File: src/rtl/fifo_sync_nbit_pkg.sv
// Shared definitions for the synchronous FIFO slice.
//   FIFO_WIDTH / FIFO_DEPTH : default word width and entry count
//   clog2()                 : constant function used to derive pointer width
package fifo_sync_nbit_pkg;

  localparam int FIFO_WIDTH = 8;
  localparam int FIFO_DEPTH = 4;

  function automatic int clog2(input int value);
    int result;
    int v;
    result = 0;
    v = value - 1;
    while (v > 0) begin
      result = result + 1;
      v = v >> 1;
    end
    return result;
  endfunction

endpackage

File: src/rtl/muxnbit.sv
// N-way, WIDTH-bit multiplexer.
//   din  : N packed input words
//   sel  : word select (N must equal 2**SW)
//   dout : selected word
module muxnbit #(
  parameter int WIDTH = 8,
  parameter int N     = 4,
  parameter int SW    = 2
) (
  input  logic [N-1:0][WIDTH-1:0] din,
  input  logic [SW-1:0]           sel,
  output logic [WIDTH-1:0]        dout
);

  assign dout = din[sel];

endmodule

File: src/rtl/regnbit_en.sv
// WIDTH-bit register with load enable and no reset; one FIFO storage word.
//   clk  : rising-edge clock
//   en   : load d on the next edge when high
//   d    : data in
//   q    : stored word
module regnbit_en #(
  parameter int WIDTH = 8
) (
  input  logic             clk,
  input  logic             en,
  input  logic [WIDTH-1:0] d,
  output logic [WIDTH-1:0] q
);

  always_ff @(posedge clk) begin
    if (en) q <= d;
  end

endmodule

File: src/rtl/fifo_sync_nbit.sv
// Synchronous first-word-fall-through FIFO with valid/ready on both sides.
//   clk, reset          : clock and async active-high reset
//   in_data/in_valid    : producer word and strobe; in_ready = !full
//   out_data/out_valid  : head word (0 while empty) and strobe; out_ready from consumer
//   count               : stored words, 0..DEPTH
module fifo_sync_nbit
  import fifo_sync_nbit_pkg::*;
#(
  parameter  int WIDTH = FIFO_WIDTH,
  parameter  int DEPTH = FIFO_DEPTH,
  localparam int AW    = clog2(DEPTH)
) (
  input  logic             clk,
  input  logic             reset,
  input  logic [WIDTH-1:0] in_data,
  input  logic             in_valid,
  output logic             in_ready,
  output logic [WIDTH-1:0] out_data,
  output logic             out_valid,
  input  logic             out_ready,
  output logic [AW:0]      count
);

  logic [AW-1:0]              wr_ptr;
  logic [AW-1:0]              rd_ptr;
  logic                       full;
  logic                       empty;
  logic                       push;
  logic                       pop;
  logic [DEPTH-1:0][WIDTH-1:0] words;
  logic [WIDTH-1:0]           head;

  // Flags come from count so pointer equality never has to be disambiguated.
  assign full      = (count == (AW+1)'(DEPTH));
  assign empty     = (count == '0);
  assign in_ready  = !full;
  assign out_valid = !empty;
  // A pop at full does not open a slot in the same cycle: no write-through.
  assign push      = in_valid && in_ready;
  assign pop       = out_valid && out_ready;

  for (genvar i = 0; i < DEPTH; i++) begin : g_word
    regnbit_en #(.WIDTH(WIDTH)) u_word (
      .clk (clk),
      .en  (push && (wr_ptr == AW'(i))),
      .d   (in_data),
      .q   (words[i])
    );
  end

  muxnbit #(.WIDTH(WIDTH), .N(DEPTH), .SW(AW)) u_head_mux (
    .din  (words),
    .sel  (rd_ptr),
    .dout (head)
  );

  // Storage is never reset, so stale or unknown words must be masked while empty.
  assign out_data = empty ? '0 : head;

  always_ff @(posedge clk or posedge reset) begin
    if (reset) begin
      wr_ptr <= '0;
      rd_ptr <= '0;
      count  <= '0;
    end else begin
      if (push) wr_ptr <= wr_ptr + 1'b1;
      if (pop)  rd_ptr <= rd_ptr + 1'b1;
      if (push && !pop)      count <= count + 1'b1;
      else if (pop && !push) count <= count - 1'b1;
    end
  end

endmodule

File: config.mk
export PLATFORM = sky130hd
export DESIGN_NAME = fifo_sync_nbit
export DESIGN_NICKNAME = d
export VERILOG_FILES = /design/src/rtl/fifo_sync_nbit_pkg.sv /design/src/rtl/muxnbit.sv /design/src/rtl/regnbit_en.sv /design/src/rtl/fifo_sync_nbit.sv
export SDC_FILE = /design/constraint.sdc
export NUM_CORES = 1
export LEC_CHECK = 0
export ABC_CLOCK_PERIOD_IN_PS = 1800
export CORE_MARGIN = 2
export CORE_UTILIZATION = 47
export DETAILED_ROUTE_END_ITERATION = 8
export HOLD_SLACK_MARGIN = 0.05
export PLACE_DENSITY = 0.85
export SETUP_SLACK_MARGIN = 0.1
export SLEW_MARGIN = 5
export SYNTH_ARGS = -nofsm -noshare
export SYNTH_HDL_FRONTEND = slang
export SYNTH_SLANG_ARGS = --single-unit
File: constraint.sdc
create_clock -name clk -period 1.8 [get_ports clk]
set_input_delay 0.36 -clock clk [delete_from_list [all_inputs] [get_ports clk]]
set_output_delay 0.36 -clock clk [all_outputs]
set_load 0.02 [all_outputs]
==> results.yml, run 1 <==
critical_path:
  cpLargestDelayFamily: "multiplexers"
  cp_slowest_cell: "mux4_2"
  required_ps: 1440
  regToRegSetupSlack_ps: -220
  cp-start-kind: "flip-flop"
  critPathMaxFanout: 4
  critical_path_arrival_ps: 1700
  worstPathCellList: "buf_6, mux4_2, and2_4, buf_6"
  critPathMaxStageDelay_ps: 550
  worst-r2r-cell-count: 8
  path_buf_inv: 2
  path_depth: 4
  critical_path_class: "flip-flop to output port"
  path_common_cell: "buf_6"
  end_kind: "output port"
floorplan:
  rows: 21
  ios: 25
  die_w_um: 63.0
  die_area_um2: 3960
  core_um2: 3340
  die_h_um: 63.0
  start_util: 0.490
routing:
  drc: 0
  wirelength_um: 3080
  drtIter0Drc: 25
  antenna_left: 0
  wl_per_cell_um: 16.9
  viasPerCell: 4.90
  first_pass_iters: 4
  vias: 897
yosys:
  synth_cells: 87
  synth_edf_count: 32
  synth.area.top_cells: "edfxtp_1, mux4_2, dfrtp_1"
  avgSynthCellArea_um2: 18.8
  synth_cell_type_count: 17
  synth_largest_area_cell: "edfxtp_1"
  synthesis.nets: 105
  synth_top_cells_by_count: "edfxtp_1, and2_1, mux4_2"
  yosysSeqAreaShare: 0.695
  synth-seq-cells: 39
  yosysWarnings: 0
  synthDominantCellAreaShare: 0.588
  synth.most_common_cell: "edfxtp_1"
  synth-main-ff-cell: "edfxtp_1"
  synth_area_um2: 1630
  async_reset_ff_frac: 0.179
cells_and_area:
  num-nets-final: 154
  fill_cells: 237
  syn_to_final_growth_pct: 39.5
  diodes: 0
  design_area_um2: 2280
  drive_gt1_frac: 0.482
timing:
  hold_viol: 0
  relSlewSlack: 0.731
  setup_viol: 11
  fin_crit_ps: 2060
  tightestPinTransition_ps: 403
  max_freq_mhz: 486
  worst_slack_ps: -259
  report.final.slew_viol_count: 0
  grt_setup_unrepaired: "true"
  timing.hold.ws_ps: 250
  skew_ps: 4.36
  post-route-period-util: 1.14
global_routing:
  antenna_found_initial: 0
  track_usage: 0.180
  grt_pass1_wl_um: 5080
  grt_pass1_vias: 1024
  gr-total-overflow: 0
  grt_max_degree: 13
clocking:
  cts_sinks: 39
  cts_tree: "done"
  cts_buffers: 5
  clk_pin_slew_ps: 100
  cts_root_buf: "clkbuf_4"
  insertion_delay_ps: 330
  cts_buffer_depth: 2
  h-tree-depth: 2
place:
  dp_hpwl_um: 2120
  gp_congestion: 0.754
  placed_area_um2: 2080
  port-buffer-count: 24
run_status:
  status: "complete, but fails checks"
  violations: "negative setup slack"
run:
  maxCapViolCount: 0
power:
  powerDensity_nw_per_um2: 1830
  leakagePower_nw: 0.878
  power_mw: 4.16
  peakVddDrop_v: 0.000948
min_path:
  min_path_type: "input pin to asynchronous set/reset pin"
==> cell type report <==
| type | count | area [um^2] | share of cell area |
|---|---|---|---|
| clock inverter | 2 | 60.1 | 0.0263 |
| tap | 46 | 57.6 | 0.0252 |
| multi-input combinational | 41 | 512 | 0.224 |
| clock buffer | 6 | 41.3 | 0.0181 |
| sequential | 39 | 1140 | 0.499 |
| inverter | 4 | 15.0 | 0.00659 |
| timing repair buffer | 45 | 455 | 0.200 |
==> routing by layer <==
layer  vias up  routed length, um  GRT usage  part of all wire
met5         -                  0          0                 0
met4         0                 87      0.108             0.028
met3         6                133     0.0631             0.043
met2        23               1780      0.320              0.58
met1       450               1080      0.179              0.35
li1        418                  -          -                 -
==> logic make-up after synthesis <==
| group | count (synthesis) | share of synthesized area |
|---|---|---|
| buf+inv | 7 | 0.0260 |
| fa+ha+maj | 6 | 0.0505 |
| flops | 39 | 0.695 |
| compound gates | 1 | 0.00689 |
| simple gates | 18 | 0.0651 |
| xor+xnor | 6 | 0.0322 |
| mux | 10 | 0.124 |
==> metrics by stage <==
stage | instances | util | TNS [ps] | worst slack [ps]
after floorplan | 87 | - | -214 | -113
after global placement | 170 | 0.623 | -2610 | -241
after detailed placement | 170 | 0.623 | -3820 | -384
after CTS | 182 | 0.677 | -2030 | -224
after global routing | 183 | 0.683 | -2690 | -319
final | 183 | 0.683 | -1950 | -259
==> where the power goes <==
group / internal [mW] / leakage, nW / total (mW) / switching [mW]
registers: 1.23 / 0.373 / 1.36 / 0.131
logic: 1.21 / 0.453 / 2.11 / 0.907
clock network: 0.434 / 0.0525 / 0.691 / 0.258
total: 2.87 / 0.878 / 4.16 / 1.30
==> sequential cells by signal, indices dropped and copies added, names as in the netlist <==
register	flops
count	3
g_word.u_word.q	32
rd_ptr	2
wr_ptr	2
==> path summary, 6_finish.rpt <==
check,from,to
min in group clk,wr_ptr[1],wr_ptr[1]
hold / removal,reset,rd_ptr[1]
setup reg to reg,count[1],count[2]
setup / recovery,rd_ptr[0],out_data[6]
hold reg to reg,wr_ptr[1],wr_ptr[1]
max in group asynchronous,reset,count[0]
==> placed cells by master (no fill, tap or decap), types with 2 or more instances in the layout <==
| cell | Yosys | layout |
|---|---|---|
| and2_1 | 12 | 4 |
| and2_4 | 0 | 8 |
| buf_12 | 0 | 3 |
| buf_4 | 0 | 16 |
| buf_6 | 2 | 11 |
| bufinv_16 | 0 | 2 |
| clkbuf_4 | 0 | 5 |
| clkdlybuf4s50_1 | 0 | 11 |
| dfrtp_1 | 7 | 5 |
| dfrtp_2 | 0 | 2 |
| dlygate4sd2_1 | 0 | 3 |
| edfxtp_1 | 32 | 32 |
| ha_1 | 5 | 4 |
| inv_1 | 4 | 3 |
| mux4_2 | 8 | 8 |
| xnor2_1 | 4 | 4 |
| xor2_1 | 2 | 2 |
==> what timing repair did <==
action                                  4_1_cts  5_1_grt
pin swaps                                    12        5
gates resized for setup                      73        4
buffers inserted                              4        1
hold buffers                                  0        0
endpoints found under the setup margin       15       12
(Power assumes the default switching activity.)
==> run 2, diff against run 1 <==
ABC_CLOCK_PERIOD_IN_PS = 2200   (was 1800)
CORE_UTILIZATION = 50   (was 47)
MAX_ROUTING_LAYER = met4   (was not set)
PLACE_DENSITY = 0.86   (was 0.85)
clock period = 2.2 ns   (was 1.8 ns; I/O delays follow)
==> run 2 against run 1 <==
- the flow now finishes without violations
- critical endpoint is now out_data[1]
- die area shrank 5.6%
- global-route usage rose by 0.67 points
- sequential power is 18% lower
- clock-buffer cell count grew 1
- largest power group unchanged
- final cell count shrank 7.7%
==> results.yml, run 2 (synthesized netlist as in run 1, its figures left out) <==
cells_and_area:
  layout.area.seq_um2: 1140
  post-route-util: 0.675
  num-nets-final: 142
  layout_common_cells: "edfxtp_1, clkdlybuf4s50_1, buf_6"
  diodes: 0
  instances_no_fill: 169
  fill_cells: 212
  largest_reg_flops: 32
  multi_input_area_um2: 493
  final_common_cell: "edfxtp_1"
  drive_gt1_frac: 0.376
  design_area_um2: 2080
  top_register: "g_word.u_word.q"
  reg.largest.list: "g_word.u_word.q: 32 flops, count: 3 flops"
  syn_to_final_growth_pct: 27.1
clocking:
  cts_buffers: 5
  cts_buffer_depth: 2
  h-tree-depth: 2
  insertion_delay_ps: 340
  cts_tree: "done"
  clk_pin_slew_ps: 110
  cts_sinks: 39
  cts_root_buf: "clkbuf_4"
run:
  maxCapViolCount: 0
critical_path:
  worst-r2r-cell-count: 8
  path_common_cell: "buf_6"
  reg2reg_from: "count[0]"
  regToRegSetupSlack_ps: 220
  cp_slowest_cell: "mux4_2"
  path_depth: 4
  critPathMaxStageDelay_ps: 490
  end_kind: "output port"
  path_buf_inv: 2
  critical_path_arrival_ps: 1680
  critical_path_class: "flip-flop to output port"
  regToRegEndpoint: "count[2]"
  endpoint: "out_data[1]"
  required_ps: 1760
  critPathMaxFanout: 4
  crit_start: "rd_ptr[0]"
  worstPathCellList: "buf_6, mux4_2, and2_4, buf_6"
  cpLargestDelayFamily: "multiplexers"
  cp-start-kind: "flip-flop"
routing:
  drtIter0Drc: 15
  first_pass_iters: 4
  wl_per_cell_um: 16.8
  wirelength_um: 2840
  antenna_left: 0
  vias: 867
  drc: 0
  viasPerCell: 5.13
power:
  powerDensity_nw_per_um2: 1450
  power_mw: 3.00
  leakagePower_nw: 0.769
  peakVddDrop_v: 0.000573
floorplan:
  die_h_um: 61.2
  start_util: 0.531
  rows: 20
  die_w_um: 61.2
  die_area_um2: 3740
  core_um2: 3080
  ios: 25
timing:
  fin_crit_ps: 2120
  post-route-period-util: 0.963
  grt_setup_unrepaired: "true"
  worst_slack_ps: 82.0
  fin_setup_tns_ps: 0
  skew_ps: 5.81
  hold_viol: 0
  setup_viol: 0
  relSlewSlack: 0.699
  timing.hold.ws_ps: 317
  tightestPinTransition_ps: 452
  max_freq_mhz: 472
  report.final.slew_viol_count: 0
place:
  dp_hpwl_um: 1860
  dp_cells: 158
  placed_area_um2: 1960
  gp_congestion: 0.696
  place_ws_ps: -42.0
  port-buffer-count: 24
run_status:
  status: "finished clean"
global_routing:
  grt_pass1_wl_um: 4440
  antenna_found_initial: 0
  gr-total-overflow: 0
  grt_pass1_vias: 952
  grt_max_degree: 12
  track_usage: 0.187
min_path:
  min_path_type: "input pin to asynchronous set/reset pin"
[run 2: cell count changes in the layout (fill, tap and decap cells not counted), moves of 2 or more]
cell	previous run	this run
buf_12	3	1
buf_4	16	7
buf_6	11	9
bufinv_16	2	0
clkdlybuf4s50_1	11	14
dfrtp_1	5	7
dfrtp_2	2	0
dlygate4sd2_1	3	1
[run 2: area by class of cell]
type,count,share of cell area
multi-input cells,41,0.237
repair buffers,33,0.158
clock buffers,7,0.0217
inverters,4,0.00723
flip-flops and latches,39,0.547
well taps,44,0.0265
clock inverters,1,0.00241
[run 2: worst reg2reg max path: stages, from the launching register on]
cell and delay (ps):
dfrtp_1 400, or3_4 420, nand2_2 130, ha_4 150, inv_1 50, fa_2 330, xor2_1 140, nor2_1 120
xor2_1 170
[run 2: how the worst min path moves through the flow]
stage / startpoint / end / slack, ps
2_1_floorplan: reset / count[0] / 240
3_3_place_gp: wr_ptr[1] / wr_ptr[1] / 540
3_5_place_dp: wr_ptr[1] / wr_ptr[1] / 570
4_1_cts: reset / count[0] / 310
5_1_grt: reset / count[0] / 320
6_report: reset / rd_ptr[0] / 320
[run 2: layer usage]
metal / global-route usage / part of all wire / wire length [um]
met1: 0.200 / 0.39 / 1120
met2: 0.295 / 0.53 / 1520
met3: 0.0714 / 0.042 / 118
met4: 0.112 / 0.030 / 86
met5: - / 0 / 0
[run 2: what timing repair did]
| item | in CTS | in global routing |
|---|---|---|
| hold buffers | 0 | 0 |
| cloned | 0 | 0 |
| resized for setup | 56 | 9 |
| setup endpoints to repair | 12 | 10 |
| pin swaps | 8 | 4 |
| buffers inserted | 3 | 0 |
[run 2: power by group]
| group | internal [mW] | switching [mW] | total, mW |
|---|---|---|---|
| Combinational | 0.867 | 0.685 | 1.55 |
| Clock | 0.125 | 0.219 | 0.344 |
| Sequential | 1.00 | 0.104 | 1.11 |
